$ cat src/rtl/fabm_pkg.sv
// fabm_pkg: constants and types shared by the FABM partial-product /
// propagate-generate stage.
//   FABM_W         operand width
//   FABM_PW        product width
//   FABM_SPLIT     lowest bit handled by the downstream carry chain
//   FABM_ROW_SPLIT first partial-product row that belongs to Y
//   fabm_row_t     one 32-bit product row
//   fabm_pg_t      propagate/generate vector for bits [31:SPLIT]
package fabm_pkg;
  localparam int FABM_W         = 16;
  localparam int FABM_PW        = 32;
  localparam int FABM_SPLIT     = 10;
  localparam int FABM_ROW_SPLIT = 8;
  localparam int FABM_PGW       = FABM_PW - FABM_SPLIT;

  typedef logic [FABM_PW-1:0]  fabm_row_t;
  typedef logic [FABM_PGW-1:0] fabm_pg_t;
endpackage

$ cat src/rtl/fabm_pg_stage_if.sv
// fabm_pg_stage_if: operand input and pg/LOA result output of the stage.
// Handshake: a transfer happens on a rising clk edge where valid and ready
// are both 1. The producer holds data stable while valid=1 and ready=0;
// ready never depends on valid in the same cycle.
//   slave  - the stage (consumes operands, produces results)
//   master - the environment driving operands and accepting results
interface fabm_pg_stage_if;
  import fabm_pkg::*;

  logic                  in_valid;
  logic                  in_ready;
  logic [FABM_W-1:0]     a_i;
  logic [FABM_W-1:0]     b_i;
  logic                  out_valid;
  logic                  out_ready;
  fabm_pg_t              prop_o;
  fabm_pg_t              gen_o;
  logic                  cin_o;
  logic [FABM_SPLIT-1:0] lo_o;

  modport slave (
    input  in_valid, a_i, b_i, out_ready,
    output in_ready, out_valid, prop_o, gen_o, cin_o, lo_o
  );

  modport master (
    output in_valid, a_i, b_i, out_ready,
    input  in_ready, out_valid, prop_o, gen_o, cin_o, lo_o
  );
endinterface

$ cat src/rtl/fabm_pp_row_sum.sv
// fabm_pp_row_sum: builds eight partial-product rows ROW_LO..ROW_LO+7 of a
// signed 16x16 product and sums them with a balanced adder tree (mod 2^32).
//   i_a   multiplicand, two's complement
//   i_b   multiplier, two's complement
//   o_sum sum of the selected rows
module fabm_pp_row_sum
  import fabm_pkg::*;
#(
  parameter int ROW_LO = 0
) (
  input  logic [FABM_W-1:0] i_a,
  input  logic [FABM_W-1:0] i_b,
  output fabm_row_t         o_sum
);

  fabm_row_t w_a_ext;
  fabm_row_t w_pp [8];
  fabm_row_t w_l1 [4];
  fabm_row_t w_l2 [2];

  assign w_a_ext = {{(FABM_PW-FABM_W){i_a[FABM_W-1]}}, i_a};

  for (genvar g = 0; g < 8; g++) begin : g_row
    localparam int ROW = ROW_LO + g;
    if (ROW == FABM_W - 1) begin : g_neg
      // Multiplier MSB carries weight -2^15 in two's complement.
      assign w_pp[g] = i_b[ROW] ? (fabm_row_t'(0) - (w_a_ext << ROW)) : '0;
    end else begin : g_pos
      assign w_pp[g] = i_b[ROW] ? (w_a_ext << ROW) : '0;
    end
  end

  for (genvar g = 0; g < 4; g++) begin : g_l1
    assign w_l1[g] = w_pp[2*g] + w_pp[2*g+1];
  end

  for (genvar g = 0; g < 2; g++) begin : g_l2
    assign w_l2[g] = w_l1[2*g] + w_l1[2*g+1];
  end

  assign o_sum = w_l2[0] + w_l2[1];

endmodule

$ cat src/rtl/fabm_pg_stage.sv
// fabm_pg_stage: two-stage valid/ready pipeline feeding the FABM carry chain.
// S1 registers the row sums X (rows 0..7) and Y (rows 8..15); S2 registers
// propagate/generate for bits [31:10], the OR-approximated low bits [9:0]
// and the approximate carry-in X[9]&Y[9].
//   clk   rising-edge clock
//   rst_n asynchronous active-low reset
//   bus   slave side of fabm_pg_stage_if (operands in, pg/LOA results out)
module fabm_pg_stage
  import fabm_pkg::*;
#(
  parameter int SPLIT     = FABM_SPLIT,
  parameter int ROW_SPLIT = FABM_ROW_SPLIT,
  parameter int W         = FABM_W
) (
  input  logic                  clk,
  input  logic                  rst_n,
  fabm_pg_stage_if.slave        bus
);

  logic [W-1:0] w_a;
  logic [W-1:0] w_b;
  fabm_row_t    w_x;
  fabm_row_t    w_y;
  logic         w_s1_load;
  logic         w_s2_load;
  logic         w_in_ready;

  logic             r_v1;
  logic             r_v2;
  fabm_row_t        r_x;
  fabm_row_t        r_y;
  fabm_pg_t         r_prop;
  fabm_pg_t         r_gen;
  logic             r_cin;
  logic [SPLIT-1:0] r_lo;

  assign w_a = bus.a_i;
  assign w_b = bus.b_i;

  fabm_pp_row_sum #(.ROW_LO(0)) u_sum_x (
    .i_a   (w_a),
    .i_b   (w_b),
    .o_sum (w_x)
  );

  fabm_pp_row_sum #(.ROW_LO(ROW_SPLIT)) u_sum_y (
    .i_a   (w_a),
    .i_b   (w_b),
    .o_sum (w_y)
  );

  // S2 frees up when it is empty or its result leaves this cycle; S1 can
  // accept whenever it is empty or will hand its content to S2.
  assign w_s2_load  = r_v1 & (~r_v2 | bus.out_ready);
  assign w_in_ready = ~r_v1 | ~r_v2 | bus.out_ready;
  assign w_s1_load  = bus.in_valid & w_in_ready;

  always_ff @(posedge clk or negedge rst_n) begin
    if (!rst_n) begin
      r_v1   <= 1'b0;
      r_v2   <= 1'b0;
      r_x    <= '0;
      r_y    <= '0;
      r_prop <= '0;
      r_gen  <= '0;
      r_cin  <= 1'b0;
      r_lo   <= '0;
    end else begin
      if (w_s1_load) begin
        r_v1 <= 1'b1;
        r_x  <= w_x;
        r_y  <= w_y;
      end else if (w_s2_load) begin
        r_v1 <= 1'b0;
      end

      if (w_s2_load) begin
        r_v2   <= 1'b1;
        r_prop <= r_x[FABM_PW-1:SPLIT] ^ r_y[FABM_PW-1:SPLIT];
        r_gen  <= r_x[FABM_PW-1:SPLIT] & r_y[FABM_PW-1:SPLIT];
        r_cin  <= r_x[SPLIT-1] & r_y[SPLIT-1];
        r_lo   <= r_x[SPLIT-1:0] | r_y[SPLIT-1:0];
      end else if (bus.out_ready) begin
        r_v2 <= 1'b0;
      end
    end
  end

  assign bus.in_ready  = w_in_ready;
  assign bus.out_valid = r_v2;
  assign bus.prop_o    = r_prop;
  assign bus.gen_o     = r_gen;
  assign bus.cin_o     = r_cin;
  assign bus.lo_o      = r_lo;

endmodule

$ cat src/flat_wrapper.sv
// flat-port wrapper written by rule: the top's interface ports become plain ports
module fabm_pg_stage_flat import fabm_pkg::*;
#(
  parameter int SPLIT     = FABM_SPLIT,
  parameter int ROW_SPLIT = FABM_ROW_SPLIT,
  parameter int W         = FABM_W
)
  (clk, rst_n, bus_in_valid, bus_a_i, bus_b_i, bus_out_ready, bus_in_ready, bus_out_valid, bus_prop_o, bus_gen_o, bus_cin_o, bus_lo_o);
  fabm_pg_stage_if bus_i ();
  input  logic clk;
  input  logic rst_n;
  input wire logic [$bits(bus_i.in_valid)-1:0] bus_in_valid;
  input wire logic [$bits(bus_i.a_i)-1:0] bus_a_i;
  input wire logic [$bits(bus_i.b_i)-1:0] bus_b_i;
  input wire logic [$bits(bus_i.out_ready)-1:0] bus_out_ready;
  output wire logic [$bits(bus_i.in_ready)-1:0] bus_in_ready;
  output wire logic [$bits(bus_i.out_valid)-1:0] bus_out_valid;
  output wire logic [$bits(bus_i.prop_o)-1:0] bus_prop_o;
  output wire logic [$bits(bus_i.gen_o)-1:0] bus_gen_o;
  output wire logic [$bits(bus_i.cin_o)-1:0] bus_cin_o;
  output wire logic [$bits(bus_i.lo_o)-1:0] bus_lo_o;
  assign bus_i.in_valid = bus_in_valid;
  assign bus_i.a_i = bus_a_i;
  assign bus_i.b_i = bus_b_i;
  assign bus_i.out_ready = bus_out_ready;
  assign bus_in_ready = bus_i.in_ready;
  assign bus_out_valid = bus_i.out_valid;
  assign bus_prop_o = bus_i.prop_o;
  assign bus_gen_o = bus_i.gen_o;
  assign bus_cin_o = bus_i.cin_o;
  assign bus_lo_o = bus_i.lo_o;
  fabm_pg_stage #(.SPLIT(SPLIT), .ROW_SPLIT(ROW_SPLIT), .W(W)) u_core (.clk(clk), .rst_n(rst_n), .bus(bus_i));
endmodule
$ cat config.mk
export PLATFORM = sky130hd
export DESIGN_NAME = fabm_pg_stage_flat
export DESIGN_NICKNAME = d
export VERILOG_FILES = /design/src/rtl/fabm_pkg.sv /design/src/rtl/fabm_pg_stage_if.sv /design/src/rtl/fabm_pp_row_sum.sv /design/src/rtl/fabm_pg_stage.sv /design/src/flat_wrapper.sv
export SDC_FILE = /design/constraint.sdc
export NUM_CORES = 1
export LEC_CHECK = 0
export ABC_AREA = 1
export CORE_ASPECT_RATIO = 0.5
export CORE_UTILIZATION = 60
export CTS_BUF_LIST = sky130_fd_sc_hd__clkbuf_4 sky130_fd_sc_hd__clkbuf_8
export DETAILED_ROUTE_END_ITERATION = 8
export GPL_TIMING_DRIVEN = 0
export PLACE_DENSITY = 0.79
export SYNTH_ARGS = -nofsm -noshare
export SYNTH_HDL_FRONTEND = slang
export SYNTH_SLANG_ARGS = --single-unit
$ cat constraint.sdc
create_clock -name clk -period 1.6 [get_ports clk]
set_input_delay 0.24 -clock clk [delete_from_list [all_inputs] [get_ports clk]]
set_output_delay 0.24 -clock clk [all_outputs]
set_load 0.03 [all_outputs]
* Word level (Yosys, flattened, before mapping)
Cells that the tools add are included.
Cells by class: bitwise gates (word level) 11, reductions and logical operators 2, shifts and indexed selects 0, muxes and demuxes 20, div/mod/pow operators 0, order comparisons 0, multiply operators 0, equal/unequal tests 0, $add $sub $neg 15
Operators by type and width (count):
- $mux W32 | 16
- $add A32 B32 Y32 | 14
- $sub A1 B31 Y32 const A | 1
- $and A22 B22 Y22 | 1
- $xor A22 B22 Y22 | 1
- $or A10 B10 Y10 | 1
- $mux W1 | 4
- $reduce_bool A2 Y1 | 2
- $and A1 B1 Y1 | 3
- $or A1 B1 Y1 | 3
- $not A1 Y1 | 2
Storage, ports and cells: bits in writable memories 0, latch bits 0, register bits after elaboration 121, memories kept 0, ROM bits 0, output and inout port bits 57, logic and storage cells 56, input bits 36

* Longest topological paths before layout
Gate-level depths: netlist (run 1).
depth after elaboration 5, gate-level depth with buffers 29, mapped depth without buffers 27

* Hierarchy
From an unflattened synthesis (run 1), not the netlist that was laid out.
Unflattened totals: cell total of the unflattened synthesis 2122, area total of the unflattened synthesis 15579.9 um2
By module, submodules not included:
- fabm_pp_row_sum at u_core.u_sum_x | area each 5378.9 um2, times used 1, cells each 822
- fabm_pp_row_sum at u_core.u_sum_y | area each 5132.4 um2, times used 1, cells each 756
- fabm_pg_stage | area each 5068.6 um2, times used 1, cells each 544

* Least setup slack after synthesis (run 1)
Ideal clock, no wire load.
path kind input to register, start input bus_a_i[1], end register u_core.r_y[31], setup time 0.117 ns, stages 25, path slack -3.210 ns, path buffers 2, arrival time 4.693 ns, cell sequence buf_4 -> clkbuf_1 -> inv_1 -> ha_1 -> nand2_1 -> nor2_2 -> nand2_1 -> nor4_4 -> a21boi_1 -> nor3_1 -> fa_1 -> fa_1 -> fa_1 -> inv_1 -> fa_1 -> inv_1 -> ha_1 -> nand2_1 -> nor2_1 -> and2_1 -> nand4_1 -> nand3_1 -> nand3_1 -> nand3_1 -> nand2_1
On the way: cells in the longest elaborated chain, start to end 5, elaborated cells on any way between the ends 16, those cells by class add/sub (8); mux (8)
RTL lines:
- from (decl) | line flat_wrapper.sv:13 | input wire logic [$bits(bus_i.a_i)-1:0] bus_a_i;
- $sub A1 B31 Y32 | line fabm_pp_row_sum.sv:27 | assign w_pp[g] = i_b[ROW] ? (fabm_row_t'(0) - (w_a_ext << ROW)) : '0;
- $mux W32 | line fabm_pp_row_sum.sv:27
- $add A32 B32 Y32 | line fabm_pp_row_sum.sv:34 | assign w_l1[g] = w_pp[2*g] + w_pp[2*g+1];
- $add A32 B32 Y32 | line fabm_pp_row_sum.sv:38 | assign w_l2[g] = w_l1[2*g] + w_l1[2*g+1];
- $add A32 B32 Y32 (*) | line fabm_pp_row_sum.sv:41 | assign o_sum = w_l2[0] + w_l2[1];
- to (signal assigned) | line fabm_pg_stage.sv:72 | r_y <= w_y;
- to (decl) | line fabm_pg_stage.sv:31 | fabm_row_t r_y;
Mark *: on every way between the ends. The rest lies on a longest branch, timed or not. A chain may end at the register's enable or synchronous reset.

* Worst setup path after layout (run 1)
Ends and elaborated chain as after synthesis.

==> flow_summary_export.csv, run 1 <==
group,metric,value,unit
run_status,outcome,"finished with violations",
run_status,violations,"design-rule violations, negative setup slack",
min_path,hold_path.class,"primary input to register",
logic_synthesis,synth_enable_flop_cells,0,
grt,grt_max_degree,70,
run,drv_cap,0,
timing,setup_ws,-2910,ps
routing,first_pass_iters,9,
grt,grt_use_total,0.364,
clocking,cts_tree,"built",
setup_path,max_stage_delay,510,ps
logic_synthesis,syn-num-nets,2241,
logic_synthesis,synth.most_common_cell,"nand2_1",
timing,tightest_slew,571,ps
timing,min_period_over_period,2.82,
setup_path,cp-end-kind,"register",
setup_path,crit_slowest_cell,"fa_1",
grt,antenna_found_initial,0,
floorplanning,num_rows,39,
clocking,clkTransAtPathRegs,80,ps
power_and_ir_drop,power_frac_seq,0.110,
timing,finalSetupViolations,50,
power_and_ir_drop,p_sw,23.9,mW
logic_synthesis,synth_area_leader_cell,"fa_1",
logic_synthesis,ys_top_cells_by_count,"nand2_1, inv_1, fa_1",
logic_synthesis,yosysTopAreaCellShare,0.302,
power_and_ir_drop,switching_share,0.531,
logic_synthesis,syn_inst,1908,
setup_path,startpoint_type,"primary input",
place,portBuffers,63,
power_and_ir_drop,totalPowerFinal,45.0,mW
layout,antenna_cells,0,
power_and_ir_drop,power_frac_comb,0.823,
power_and_ir_drop,leakagePower,10.5,nW
floorplanning,core-area,0.0231,sq mm
layout,drive_gt1_frac,0.266,
clocking,clock-sinks,113,
power_and_ir_drop,p_clk_frac,0.067,
clocking,clk-insertion-delay-late,450,ps
logic_synthesis,async_flop_share,1.00,
grt,gr-total-overflow,0,
logic_synthesis,syn_area,0.0143,sq mm
logic_synthesis,avgSynthCellArea,7.50,sq um
power_and_ir_drop,max-vdd-ir-drop,1.82,mV
floorplanning,io_pins,93,
clocking,clk_path_buf_depth,2,
timing,max_freq,0.222,GHz
logic_synthesis,yosys_warnings,0,
place,gp_congestion,0.957,
place,dpl.hpwl,33.1,mm
routing,via_per_inst,5.62,
timing,period_needed,4510,ps
timing,drv_slew,0,
routing,drt_iter0_markers,1774,
layout,fin_util,0.830,
routing,vias,13454,
routing,detail_route.wl_per_cell,19.3,um
clocking,cts_buffers,17,
setup_path,path_class,"primary input to register",
logic_synthesis,synth.distinct_cells,35,
setup_path,worst-endpoint-arrival,4900,ps
grt,grt_pass1_wl,67.8,mm
clocking,root_buffer,"clkbuf_8",
layout,nNetsFinal,2409,
logic_synthesis,synthFlopType,"dfrtp_1",
floorplanning,die_area,0.0245,sq mm
logic_synthesis,synth_area_leaders,"fa_1, dfrtp_1, nand2_1, inv_1, ha_1",
timing,rsz0062_at_grt,"true",
layout,area_growth,34.2,%
power_and_ir_drop,powerDensity,2340,mW/mm^2
routing,ant_nets,0,
timing,hold_viol,0,
setup_path,cp_common_cell,"fa_1",
timing,finalClockSkew,13.0,ps
logic_synthesis,yosysSeqAreaShare,0.198,
routing,wl,46.2,mm
grt,grt_pass1_vias,13025,
clocking,h-tree-depth,4,
setup_path,required,1990,ps
floorplanning,fp.dieW,220,um
timing,relSlewSlack,0.619,
floorplanning,fp.dieH,111,um
power_and_ir_drop,p_int,21.1,mW
routing,drc,12,
logic_synthesis,ys_ff_latch,113,
setup_path,worstPathMaxFanout,5,
floorplanning,start_util,0.619,
-- cells in the final DEF, fill, tap and decap left out, drive strengths merged, types with 2 or more instances in the layout --
cell type,netlist,final
a21boi,2,2
a21oi,54,54
a31oi,6,6
and2,3,3
buf,13,101
bufinv,0,4
clkbuf,72,91
clkdlybuf4s50,0,2
clkinv,0,6
clkinvlp,0,3
dfrtp,113,113
dlygate4sd2,0,57
fa,216,216
ha,81,81
inv,433,434
nand2,660,660
nand3,64,64
nand3b,5,5
nand4,17,17
nor2,82,82
nor3,5,5
o21ai,53,53
or2,4,4
xnor2,14,14
xor2,6,6
-- sequential cells by signal (all words and copies together), names as in the netlist --
name / count
u_core.bus.lo_o: 10
u_core.bus.cin_o: 1
u_core.r_v1: 1
u_core.r_x: 32
u_core.bus.gen_o: 22
u_core.r_y: 24
u_core.bus.out_valid: 1
u_core.bus.prop_o: 22
-- stage by stage --
step           setup TNS [ps]  setup slack [ps]  cell area [sq um]  hold WS (ps)  cells
3_3_place_gp          -594290             -3900              16700           452   2278
6_report              -110060             -2910              19200           130   2396
5_1_grt               -114360             -3040              19200           131   2396
2_1_floorplan         -103120             -2970              15700         -55.6   1908
4_1_cts               -103140             -2790              18400          99.3   2371
3_5_place_dp          -156570             -3840              16800           271   2279
-- per-layer routing --
| metal | vias up | routed length, um | track usage |
|---|---|---|---|
| met4 | 0 | 1590 | 0.0874 |
| met5 | - | 0 | 0 |
| met1 | 6550 | 18600 | 0.518 |
| li1 | 5914 | - | - |
| met3 | 174 | 5100 | 0.0886 |
| met2 | 816 | 21000 | 0.563 |
-- critical path, delay by kind of cell --
kind	cells	cell delay, ps
AND/OR/NAND/NOR	13	1590
AO/OA/AOI/OAI	1	120
buffers and inverters	6	450
adder cells (fa/ha/maj)	6	2470
-- power by group through the flow --
stage / Combinational [mW] / Clock, mW / Sequential [mW]
after detailed placement: 26.0 / 0 / 4.97
after global placement: 25.6 / 0 / 4.93
after CTS: 30.9 / 3.00 / 4.91
final: 37.1 / 3.03 / 4.94
after floorplan: 17.6 / 0 / 5.86
after global routing: 39.1 / 3.14 / 5.03
-- final cells by class --
cell class                      instances  area (sq um)
Tap cell                              307           384
Timing Repair Buffer                  150          1360
Inverter                              433          1640
Multi-Input combinational cell       1277         11600
Buffer                                 84           976
Clock buffer                           18           241
Sequential cell                       113          2830
Clock inverter                         14           204
Fill cell                            1386          3920
-- final timing paths --
| path | slack, ps | endpoint | from | cells after the start |
|---|---|---|---|---|
| max | -2910 | u_core.r_y[31] | bus_a_i[1] | 26 |
| min | 130 | u_core.r_y[8] | bus_b_i[8] | 3 |
| max reg2reg | -240 | u_core.r_y[28] | u_core.bus.out_valid | 7 |
| min reg2reg | 480 | u_core.r_x[21] | u_core.r_x[21] | 2 |
| max in group asynchronous | 550 | u_core.bus.prop_o[9] | rst_n | 3 |
| min in group asynchronous | 320 | u_core.bus.gen_o[21] | rst_n | 2 |
-- kinds of logic (layout without fill, tap and decap cells) --
family / Yosys count / count (layout) / share of synthesized area
AND/OR/NAND/NOR: 843 / 843 / 0.237
AO/OA/AOI/OAI: 117 / 117 / 0.0424
buffers and inverters: 518 / 699 / 0.138
XOR/XNOR: 20 / 20 / 0.0122
flip-flops: 113 / 113 / 0.198
adder cells (fa/ha/maj): 297 / 297 / 0.373
-- timing repair --
item	4_1_cts	5_1_grt
hold endpoints to repair	44	0
buffers inserted	59	28
pin swaps	139	128
hold buffers	1	0
setup endpoints to repair	111	80
resized for setup	263	182
cloned	0	0
Power figures use the tool's default switching activity.
==> inputs of run 2 (changes only) <==
Settings changed: SLEW_MARGIN set to 10.
==> flow_summary_export.csv, run 2 (synthesis gave the netlist of run 1 again) <==
group,metric,value,unit
run_status,outcome,"finished with violations",
run_status,violations,"design-rule violations, negative setup slack",
grt,grt_pass1_vias,13226,
setup_path,required,1990,ps
power_and_ir_drop,switching_share,0.531,
power_and_ir_drop,power_frac_comb,0.824,
floorplanning,start_util,0.619,
layout,largest_register_ffs,32,
grt,antenna_found_initial,0,
timing,drv_slew,0,
timing,min_period_over_period,2.89,
power_and_ir_drop,power_frac_seq,0.109,
grt,met2_usage,0.560,
power_and_ir_drop,p_int,21.3,mW
routing,wl,46.6,mm
timing,period_needed,4620,ps
setup_path,path_class,"primary input to register",
routing,via_per_inst,5.61,
clocking,clkTransAtPathRegs,80,ps
routing,first_pass_iters,9,
setup_path,worstSetupPathDepth,26,
power_and_ir_drop,totalPowerFinal,45.3,mW
min_path,hold_path.class,"primary input to register",
layout,drive_gt1_frac,0.268,
clocking,h-tree-depth,4,
floorplanning,die_area,0.0245,sq mm
clocking,cts_buffers,17,
setup_path,cp_num_buf_inv,6,
grt,use_met1,0.508,
setup_path,cp-end-kind,"register",
power_and_ir_drop,powerDensity,2350,mW/mm^2
timing,tightest_slew,504,ps
floorplanning,num_rows,39,
grt,gr-total-overflow,0,
layout,layout_commonest_cell,"nand2_1",
routing,detail_route.wl_per_cell,19.4,um
setup_path,crit_slowest_cell,"fa_1",
layout,instances_no_fill,2400,
timing,max_freq,0.216,GHz
setup_path,worstPathMaxFanout,4,
grt,use_met3,0.109,
place,portBuffers,63,
routing,ant_nets,0,
grt,grt_pass1_wl,68.0,mm
clocking,root_buffer,"clkbuf_8",
routing,drc,13,
setup_path,max_stage_delay,540,ps
setup_path,rr_worst_depth,7,
floorplanning,io_pins,93,
grt,top_usage_layer,"met2",
floorplanning,fp.dieH,111,um
place,dpl_cell_area,0.0168,sq mm
power_and_ir_drop,p_sw,24.1,mW
clocking,clock-sinks,113,
floorplanning,fp.dieW,220,um
timing,finalClockSkew,15.8,ps
clocking,clk_path_buf_depth,2,
layout,final_cell_area,0.0193,sq mm
grt,grt_max_degree,70,
clocking,clk-insertion-delay-late,450,ps
layout,nNetsFinal,2413,
setup_path,cp_top_family,"adder cells",
place,dpl.hpwl,33.0,mm
timing,finalSetupViolations,50,
routing,vias,13473,
setup_path,worst-endpoint-arrival,5010,ps
layout,top_regs,"u_core.r_x x32, u_core.r_y x24",
timing,setup_ws,-3020,ps
min_path,whs_path_depth,3,
layout,layout_common_cells,"nand2_1, inv_1, fa_1",
layout,area_growth,34.6,%
timing,rsz0062_at_grt,"true",
timing,hold_viol,0,
timing,relSlewSlack,0.664,
power_and_ir_drop,max-vdd-ir-drop,1.88,mV
layout,antenna_cells,0,
run,drv_cap,0,
layout,max_flop_register,"u_core.r_x",
setup_path,cp_common_cell,"nand2_1",
place,placed_cells,2279,
layout,fin_util,0.833,
routing,drt_iter0_markers,1507,
power_and_ir_drop,p_clk_frac,0.067,
clocking,cts_tree,"built",
floorplanning,core-area,0.0231,sq mm
setup_path,startpoint_type,"primary input",
place,gp_congestion,0.957,
grt,grt_use_total,0.367,
power_and_ir_drop,leakagePower,10.5,nW
==> run 2: cell count changes in the layout (fill, tap and decap cells not counted), moves of 3 or more <==
cell	previous run	this run
nand2_1	564	574
fa_1	192	184
fa_2	24	32
nand2_2	55	49
buf_8	5	10
nand2_4	40	35
nand3_2	27	22
a21oi_2	13	17
a21oi_1	22	19
inv_1	387	384
nand3_1	29	32
nor2_1	36	39
==> run 2: power by group through the flow <==
stage / combinational [mW] / sequential (mW) / clock (mW)
6_report: 37.4 / 4.95 / 3.02
5_1_grt: 39.4 / 5.04 / 3.13
4_1_cts: 31.7 / 4.90 / 2.99
3_5_place_dp: 26.0 / 4.96 / 0
3_3_place_gp: 25.6 / 4.93 / 0
2_1_floorplan: 17.6 / 5.86 / 0
==> run 2: stage by stage <==
step	setup slack (ps)	setup TNS (ps)	hold WS (ps)
2_1_floorplan	-2970	-103120	-55.6
3_3_place_gp	-3900	-594290	452
3_5_place_dp	-3830	-157230	185
4_1_cts	-2780	-107020	109
5_1_grt	-3180	-114440	137
6_report	-3020	-109790	135
==> run 2: cell type report <==
type                    instances  area, sq um
inverters                     433         1650
plain buffers                  84          971
repair buffers                154         1420
flip-flops and latches        113         2830
fillers                      1348         3870
clock buffers                  18          241
clock inverters                14          204
multi-input cells            1277        11600
well taps                     307          384
==> run 2: routing by layer <==
| layer | vias up | routed length [um] |
|---|---|---|
| met1 | 6499 | 18400 |
| met2 | 838 | 21000 |
| met3 | 191 | 5410 |
| met5 | - | 0 |
| met4 | 0 | 1860 |
| li1 | 5945 | - |
==> run 2: worst paths after layout <==
kind | to | start | slack, ps
setup / recovery | u_core.r_y[26] | bus_a_i[0] | -3020
hold / removal | u_core.r_y[8] | bus_b_i[8] | 130
setup reg to reg | u_core.r_y[26] | u_core.bus.out_valid | -220
hold reg to reg | u_core.r_x[21] | u_core.r_x[21] | 480
max in group asynchronous | u_core.r_x[16] | rst_n | 630
min in group asynchronous | u_core.bus.gen_o[21] | rst_n | 280
==> run 2: worst min-delay path, cell delays in order <==
cell and delay, ps:
clkbuf_8 150, nand3_1 100, nand2_1 50
==> run 2: timing repair <==
action | 4_1_cts | 5_1_grt
endpoints found under the setup margin | 111 | 87
buffers inserted | 69 | 24
hold endpoints to repair | 44 | 0
gates resized for setup | 292 | 161
pin swaps | 176 | 131
hold buffers | 1 | 0
==> RTL change, RTL diff (config.mk and constraints of run 1) <==
`FABM_PW`: 32 -> 16.
--- a/src/rtl/fabm_pkg.sv
+++ b/src/rtl/fabm_pkg.sv
@@ -8,7 +8,7 @@
 //   fabm_pg_t      propagate/generate vector for bits [31:SPLIT]
 package fabm_pkg;
   localparam int FABM_W         = 16;
-  localparam int FABM_PW        = 32;
+  localparam int FABM_PW        = 16;
   localparam int FABM_SPLIT     = 10;
   localparam int FABM_ROW_SPLIT = 8;
   localparam int FABM_PGW       = FABM_PW - FABM_SPLIT;
Ports: changed (resized bus_gen_o and bus_prop_o); port bits go from 93 to 61. The function was not compared with the original's and may differ.
==> RTL change against run 1 <==
  * The flow finishes with violations (negative setup slack)
  * Setup slack better by 0.63 ns
  * Routed wire length down 64%
  * Sequential cell count fell by 64
  * Final area decreased by 60%
  * Total power shrank 74%
  * Utilization is 3.3 points higher
  * Die area fell by 60%
  * Largest cell class unchanged
  * Count of clock-buffer cells in the layout down 12
  * Synthesized area is 60% lower
  * Synthesized cell count is 60% lower
==> RTL change: results (changes against run 1) <==
{
  "post_cts.resized_instances": {"value": 163, "change": "-38%"},
  "synth_top_cells_by_area": "fa_1 (27%), dfrtp_1 (22%), nand2_1 (20%), inv_1 (12%), ha_1 (8.1%)",
  "worst_hold_slack": {"value": 0.221, "unit": "ns", "change": "+0.0909 ns"},
  "total_switching_power": {"value": 5.96, "unit": "mW", "change": "-75%"},
  "totalNegativeSetupSlack": {"value": -27.86, "unit": "ns", "change": "+82.20 ns"},
  "violations": "negative setup slack",
  "max_ffs_per_register": {"value": 16, "change": "-50%"},
  "postSynthNetCount": {"value": 912, "change": "-59%"},
  "detail_route.iter0.violations": {"value": 427, "change": "-76%"},
  "combinational_fraction_of_design_power": {"value": 0.772, "change": "-0.051"},
  "synth-adder-area-share": {"value": 0.348, "change": "-0.0247"},
  "sequential_cell_area_fraction_in_the_yosys_report": {"value": 0.215, "change": "+0.0176"},
  "endpoint": "u_core.r_x[13]$_DFFE_PN0P_",
  "met3RoutedLength": {"value": 1.46, "unit": "mm", "change": "-71%"},
  "slowest_delay": {"value": 0.62, "unit": "ns", "change": "+0.11 ns"},
  "setup_slack": {"value": -2.28, "unit": "ns", "change": "+0.629 ns"},
  "layout-drive-gt1-share": {"value": 0.262, "change": "-0.00428"},
  "route.met2.wl": {"value": 7.87, "unit": "mm", "change": "-63%"},
  "placed_instance_area": {"value": 0.00680, "unit": "mm2", "change": "-59%"},
  "setup_viol_count_final": {"value": 18, "change": "-64%"},
  "netlist-cell-type-count": {"value": 29, "change": "-17%"},
  "run_status": "complete, but fails checks",
  "met3_use_gr": {"value": 0.0528, "change": "-0.0358"},
  "finish.net_count": {"value": 1011, "change": "-58%"},
  "cts_inserted_buffers": {"value": 5, "change": "-12"},
  "place.gp.congestion": {"value": 0.894, "change": "-6.6%"},
  "pre_cts_slack": {"value": -3.22, "unit": "ns", "change": "+0.624 ns"}
}
## RTL change: cell types whose count changed after synthesis, sizes merged, moves of 15 or more
cell	before	now
nand2	660	302
inv	433	182
fa	216	76
nor2	82	12
dfrtp	113	49
clkbuf	72	16
a21oi	54	5
ha	81	37
nand3	64	23
o21ai	53	17
nand4	17	2
## RTL change: final cells by class
class | count | area, um2
Multi-Input combinational cell | 500 | 4280
Sequential cell | 49 | 1230
Inverter | 186 | 706
Clock buffer | 6 | 82.6
Fill cell | 494 | 1220
Clock inverter | 2 | 13.8
Tap cell | 117 | 146
Buffer | 27 | 323
Timing Repair Buffer | 93 | 948
## RTL change: worst max-delay path: cells and delay by family
kind / cells / cell delay (ns)
buffers and inverters: 4 / 0.39
adder cells (fa/ha/maj): 6 / 2.42
XOR/XNOR: 1 / 0.29
AND/OR/NAND/NOR: 5 / 0.44
AO/OA/AOI/OAI: 2 / 0.28
